**config.mk**
```make
export PLATFORM = sky130hd
export DESIGN_NAME = bshifter_pipe
export DESIGN_NICKNAME = d
export VERILOG_FILES = /design/src/rtl/bshifter_pipe.sv
export SDC_FILE = /design/constraint.sdc
export NUM_CORES = 1
export LEC_CHECK = 0
export CORE_MARGIN = 2
export CORE_UTILIZATION = 45
export CTS_BUF_LIST = sky130_fd_sc_hd__clkbuf_4
export CTS_CLUSTER_SIZE = 28
export DETAILED_ROUTE_END_ITERATION = 10
export GPL_TIMING_DRIVEN = 0
export HOLD_SLACK_MARGIN = 0.05
export PLACE_DENSITY = 0.73
export RECOVER_POWER = 25
export SLEW_MARGIN = 10
export SYNTH_ARGS = -nofsm -noshare
export SYNTH_HDL_FRONTEND = slang
export SYNTH_SLANG_ARGS = --single-unit
```
**constraint.sdc**
```tcl
create_clock -name clk -period 2.2 [get_ports clk]
set_input_delay 0.33 -clock clk [delete_from_list [all_inputs] [get_ports clk]]
set_output_delay 0.33 -clock clk [all_outputs]
set_load 0.1 [all_outputs]
```
**src/rtl/bshifter_pipe.sv**
```systemverilog
// Pipelined barrel shifter: one register stage per shift-amount bit, valid/ready
// handshake with a combinational ready chain so bubbles are squeezed out.
module bshifter_pipe #(
    parameter int WIDTH = 8,
    parameter int AW    = $clog2(WIDTH)
) (
    input  logic             clk,
    input  logic             reset,
    input  logic             in_valid,
    output logic             in_ready,
    input  logic [WIDTH-1:0] in_data,
    input  logic [AW-1:0]    in_amt,
    input  logic [1:0]       in_mode,
    output logic             out_valid,
    input  logic             out_ready,
    output logic [WIDTH-1:0] out_data
);

    typedef enum logic [1:0] {
        MODE_ROR = 2'b00,
        MODE_ROL = 2'b01,
        MODE_LSR = 2'b10,
        MODE_ASR = 2'b11
    } mode_e;

    logic [AW-1:0]    v_q, v_d;
    logic [WIDTH-1:0] d_q    [AW];
    logic [WIDTH-1:0] d_d    [AW];
    logic [AW-1:0]    amt_q  [AW];
    logic [AW-1:0]    amt_d  [AW];
    logic [1:0]       mode_q [AW];
    logic [1:0]       mode_d [AW];

    logic [AW-1:0]    src_v;
    logic [WIDTH-1:0] src_d    [AW];
    logic [AW-1:0]    src_amt  [AW];
    logic [1:0]       src_mode [AW];

    logic [AW-1:0]    adv;
    logic             tail_full;

    function automatic logic [WIDTH-1:0] stage_shift(
        input logic [WIDTH-1:0] x,
        input logic [1:0]       mode,
        input int               sh
    );
        logic [WIDTH-1:0] fill;
        fill = {WIDTH{x[WIDTH-1]}} << (WIDTH - sh);
        case (mode)
            MODE_ROR: return (x >> sh) | (x << (WIDTH - sh));
            MODE_ROL: return (x << sh) | (x >> (WIDTH - sh));
            MODE_LSR: return x >> sh;
            default:  return (x >> sh) | fill;
        endcase
    endfunction

    // A stage may advance unless it and every stage downstream of it is full
    // while the output is stalled.
    always_comb begin
        tail_full = 1'b1;
        adv       = '0;
        for (int k = AW - 1; k >= 0; k--) begin
            tail_full = tail_full & v_q[k];
            adv[k]    = out_ready | ~tail_full;
        end
    end

    always_comb begin
        src_v    = '0;
        src_d    = '{default: '0};
        src_amt  = '{default: '0};
        src_mode = '{default: '0};
        src_v[0]    = in_valid;
        src_d[0]    = in_data;
        src_amt[0]  = in_amt;
        src_mode[0] = in_mode;
        for (int k = 1; k < AW; k++) begin
            src_v[k]    = v_q[k-1];
            src_d[k]    = d_q[k-1];
            src_amt[k]  = amt_q[k-1];
            src_mode[k] = mode_q[k-1];
        end
    end

    // Payload only loads with a valid word, so a bubble leaves the last
    // data in place and never pulls undriven inputs into the pipe.
    always_comb begin
        v_d    = v_q;
        d_d    = d_q;
        amt_d  = amt_q;
        mode_d = mode_q;
        for (int k = 0; k < AW; k++) begin
            if (adv[k]) begin
                v_d[k] = src_v[k];
                if (src_v[k]) begin
                    d_d[k]    = src_amt[k][k] ? stage_shift(src_d[k], src_mode[k], 1 << k)
                                              : src_d[k];
                    amt_d[k]  = src_amt[k];
                    mode_d[k] = src_mode[k];
                end
            end
        end
    end

    always_ff @(posedge clk) begin
        if (reset) begin
            v_q <= '0;
            for (int k = 0; k < AW; k++) begin
                d_q[k]    <= '0;
                amt_q[k]  <= '0;
                mode_q[k] <= '0;
            end
        end else begin
            v_q <= v_d;
            for (int k = 0; k < AW; k++) begin
                d_q[k]    <= d_d[k];
                amt_q[k]  <= amt_d[k];
                mode_q[k] <= mode_d[k];
            end
        end
    end

    assign in_ready  = adv[0];
    assign out_valid = v_q[AW-1];
    assign out_data  = d_q[AW-1];

endmodule
```
**Yosys cells after proc, flatten, opt, wreduce, memory -nomap -nowiden**

Cells that the tools add are included.

- Register bits: 37
- Input bits: 17
- Output and inout port bits: 10
- Word-level logic and storage cells: 45

- Equal/unequal tests: 6
- Muxes and demuxes: 6
- Bitwise operators: 16
- Reductions and logical operators: 7

Operators by type and width:

| cell | count |
|---|---|
| case mux 8 bit (3 select lines) | 2 |
| 2-to-1 mux 8 bit | 3 |
| OR 6 x 8 -> 8 bit | 2 |
| OR 7 x 8 -> 8 bit | 2 |
| case mux 8 bit (2 select lines) | 1 |
| OR 4 x 8 -> 8 bit | 1 |
| OR 8 x 1 -> 8 bit | 1 |
| OR 8 x 2 -> 8 bit | 1 |
| OR 8 x 4 -> 8 bit | 1 |
| equality test 2 x 1 -> 1 bit, second input constant | 3 |
| equality test 2 bit, second input constant | 3 |
| zero test 2 bit | 3 |
| AND reduction 2 bit | 3 |
| inverter 1 bit | 3 |
| OR 1 bit | 3 |
| bitwise AND 1 bit | 2 |
| OR reduction 2 bit | 1 |

**Depth between registers and ports, before layout**

- Word-level depth: 5
- Gate-level depth with buffers: 5
- Depth with buffers taken out: 4

**Least setup slack after synthesis**

OpenSTA, ideal clock, no wires.

- Path type: register to register
- From: register v_q[2]
- To: register mode_q[4] (netlist bit)
- Setup time: 0.070 ns
- Data arrival time: 2.598 ns
- Required time: 2.130 ns
- Setup slack: -0.468 ns
- Stages on the path, launching flop included: 6
- Buffers on the path: 1
- Clock period less this slack: 2.668 ns
- Path through: dfxtp_1 nand4b_2 nand2_2 buf_6 nand2_1 a21oi_1

- Word-level cells in the longest chain between the ends: 5

Ends and longest elaborated chain:

| item | line | source |
|---|---|---|
| start: declaration | 26 | `logic [AW-1:0] v_q, v_d;` |
| start signal: assignment | 114 | `v_q <= v_d;` |
| bitwise AND 1 bit (2 in series) | 63 | `tail_full = tail_full & v_q[k];` |
| inverter 1 bit | 64 | `adv[k] = out_ready \| ~tail_full;` |
| OR 1 bit | 64 |  |
| via in_ready | 10 | `output logic in_ready,` |
| AND reduction 2 bit (no line) | - |  |
| end signal: indexed assignment | 118 | `mode_q[k] <= mode_d[k];` |
| end: declaration | 31 | `logic [1:0] mode_q [AW];` |

The timed path passes the listed nets, and every way through them passes these cells.
A chain may end at the register's enable or synchronous reset.

**Final worst setup path**

- From: register d_q (netlist bit out_data[7])
- To: output port out_data[7]

RTL lines:

| item | line | source |
|---|---|---|
| start: declaration | 27 | `logic [WIDTH-1:0] d_q [AW];` |
| start signal: indexed assignment | 116 | `d_q[k] <= d_d[k];` |
| end: declaration | 16 | `output logic [WIDTH-1:0] out_data` |

No word-level cell between the ends.

==> flow_metrics.env <==
export IMPL_antennaDiodeCount=0
export IMPL_setup_slack_ns=0.233
export IMPL_slew_headroom_pct=36.7
export IMPL_syn2layout_area_growth_pct=18.5
export IMPL_fp_dieW_um=66.7
export IMPL_track_usage_pct=18.9
export IMPL_first_global_vias=1363
export IMPL_syn_nets=241
export IMPL_p_per_area_nw_per_um2=593
export IMPL_nets=272
export IMPL_start_kind="flip-flop"
export IMPL_yosysUniqueCellTypes=35
export IMPL_hold_viol=0
export IMPL_slowest_delay_ns=0.84
export IMPL_worst_path_buf_inv=2
export IMPL_drc_errors=0
export IMPL_crit_family="buffers and inverters"
export IMPL_routed_via_count=1618
export IMPL_cap_violations=0
export IMPL_worstPathArrival_ns=1.64
export IMPL_ys_seq_area_share_pct=38.4
export IMPL_start_util_pct=47.6
export IMPL_leakage_nw=0.853
export IMPL_grtUsageMet2_pct=32.0
export IMPL_via_per_inst=5.32
export IMPL_drt_iter0_markers=50
export IMPL_dr_pass1_iters=4
export IMPL_die_height_um=66.7
export IMPL_clockBufferDepth=2
export IMPL_std_cell_rows=22
export IMPL_busiest_layer="met2"
export IMPL_numPortBuffers=24
export IMPL_slowest_stage="dlygate4sd2_1"
export IMPL_clock_latency_ns=0.35
export IMPL_syn_instance_count=224
export IMPL_use_met1_pct=22.5
export IMPL_syn_avg_cell_area_sq_um=7.90
export IMPL_final_common_cell="nand2_1"
export IMPL_finalCritPeriodShare_pct=89.4
export IMPL_period_needed_ns=1.97
export IMPL_wire_per_inst_um=12.7
export IMPL_grt_overflow_total=0
export IMPL_core_sq_um=3720
export IMPL_dp_slack_ns=-0.261
export IMPL_path_cells="buf_4 > dlygate4sd2_1"
export IMPL_drive_gt1_share_pct=10.9
export IMPL_gp_congestion=0.930
export IMPL_required_ns=1.87
export IMPL_cts_inserted_buffers=5
export IMPL_ant_nets=0
export IMPL_synth_seq_cells=34
export IMPL_criticalPathCategory="flip-flop to output pin"
export IMPL_cts_root_buf="clkbuf_4"
export IMPL_num_io_pins=27
export IMPL_cts_sinks=34
export IMPL_finalSetupTns_ns=0
export IMPL_hold_path_class="input port to flip-flop"
export IMPL_antenna_found_initial=0
export IMPL_outcome="finished, final reports clean"
export IMPL_cp_end_kind="output pin"
export IMPL_drt_wl_total_mm=3.85
export IMPL_use_met3_pct=3.55
export IMPL_yosysWarningCount=0
export IMPL_synthesis_area_sq_um=1770
export IMPL_clk_pin_slew_worst_paths_ns=0.11
export IMPL_peakVddDrop_mv=0.321
export IMPL_tightest_slew_ns=0.953
export IMPL_rsz0062_at_grt="false"
export IMPL_finalMaxSlewViolations=0
export IMPL_cts_tree="built"
export IMPL_grt_pass1_wl_mm=6.34
export IMPL_fmax_mhz=508
export IMPL_setup_viol=0
export IMPL_grt_max_degree=12
export IMPL_dieArea_sq_um=4450
export IMPL_hpwl_mm=2.94
export IMPL_htreeDepth=2
export IMPL_final_cell_mix="nand2_1 (50), dfxtp_1 (33), a21oi_1 (26)"
export IMPL_cts_hold_fix_buffers=0
export IMPL_path_max_fanout=2
export IMPL_skew_ns=0.0117
-- worst register-to-register path, stage by stage (launching register included) --
cell and delay [ns]:
dfxtp_1 0.47, nand4b_4 0.15, nand2_1 0.30, clkbuf_1 0.39, nand2_1 0.10, a21oi_1 0.16
-- state kept, by name, summed over array words and instances, names as in the netlist --
name	count
v_q	3
mode_q	4
d_q	16
out_data	8
amt_q	3
-- final cells by class --
cell class,count,area (sq um)
clock inverter,3,16.3
multi-input combinational,163,925
sequential,34,682
fill,385,1620
inverter,5,18.8
timing repair buffer,24,224
tap,48,60.1
clock buffer,5,37.5
buffer,22,135
-- synth_stat cells --
master	number	area [sq um]
dfxtp_1	34	681
and2_1	1	6.26
buf_4	9	67.6
nor2b_1	1	6.26
a31o_1	1	8.76
a211oi_1	5	37.5
a21oi_2	1	8.76
a311oi_1	1	8.76
nand2_1	49	184
o32ai_1	1	8.76
nand2_2	2	12.5
clkbuf_1	4	15.0
nand3b_1	1	7.51
nand4b_2	1	15.0
o21ai_0	2	10.0
and2b_2	1	8.76
mux2_1	1	11.3
a2111oi_1	1	10.0
inv_1	5	18.8
o211ai_1	3	22.5
a32oi_1	1	8.76
buf_2	6	30.0
nor2b_2	1	8.76
nand3_1	5	25.0
nand2b_1	6	37.5
and2b_1	1	7.51
a22oi_1	1	7.51
nor2_1	24	90.1
a21oi_1	25	125
buf_6	3	33.8
mux2i_1	11	110
a211o_1	7	61.3
a31oi_1	1	6.26
a311o_1	6	60.1
nor3_1	2	10.0
-- power by group --
group	total, mW	internal [mW]	switching (mW)
registers	0.674	0.645	0.0288
logic	0.234	0.0936	0.141
clock network	0.336	0.119	0.217
-- cells by family (layout without fill, tap and decap cells) --
| group | Yosys count | count (layout) | share of synthesized area (%) |
|---|---|---|---|
| compound gates | 56 | 56 | 21.7 |
| buf+inv | 27 | 59 | 9.33 |
| flops | 34 | 34 | 38.4 |
| mux | 12 | 12 | 6.86 |
| simple gates | 95 | 95 | 23.7 |
-- through the flow --
step | std cells | hold slack (ns) | total power, mW | area [sq um] | util, %
floorplan | 224 | 0.432 | 0.855 | 1780 | -
global placement | 296 | 0.442 | 0.927 | 2080 | 56.0
detailed placement | 296 | 0.447 | 0.931 | 2080 | 56.0
CTS | 304 | 0.386 | 1.26 | 2120 | 57.1
global route | 304 | 0.425 | 1.31 | 2100 | 56.5
finish | 304 | 0.394 | 1.24 | 2100 | 56.5
-- metal layers --
metal / share of wire [%] / up-vias
met5: 0 / -
met4: 1.4 / 0
met3: 3.5 / 5
met2: 50 / 37
met1: 46 / 734
li1: - / 842
-- what timing repair did --
| action | CTS | global route |
|---|---|---|
| buffers inserted | 0 | 0 |
| gates resized for setup | 10 | 2 |
| endpoints found under the setup margin | 10 | 1 |
-- worst paths after layout --
check,from,end,slack [ns],cells after the start
worst max-delay path,out_data[7],out_data[7],0.23,2
worst min-delay path,reset,d_q[15],0.39,2
worst max register to register,v_q[1],d_q[22],0.56,5
worst min register to register,out_data[4],out_data[4],0.46,2
Note: power is estimated with default switching activity, not from simulation.
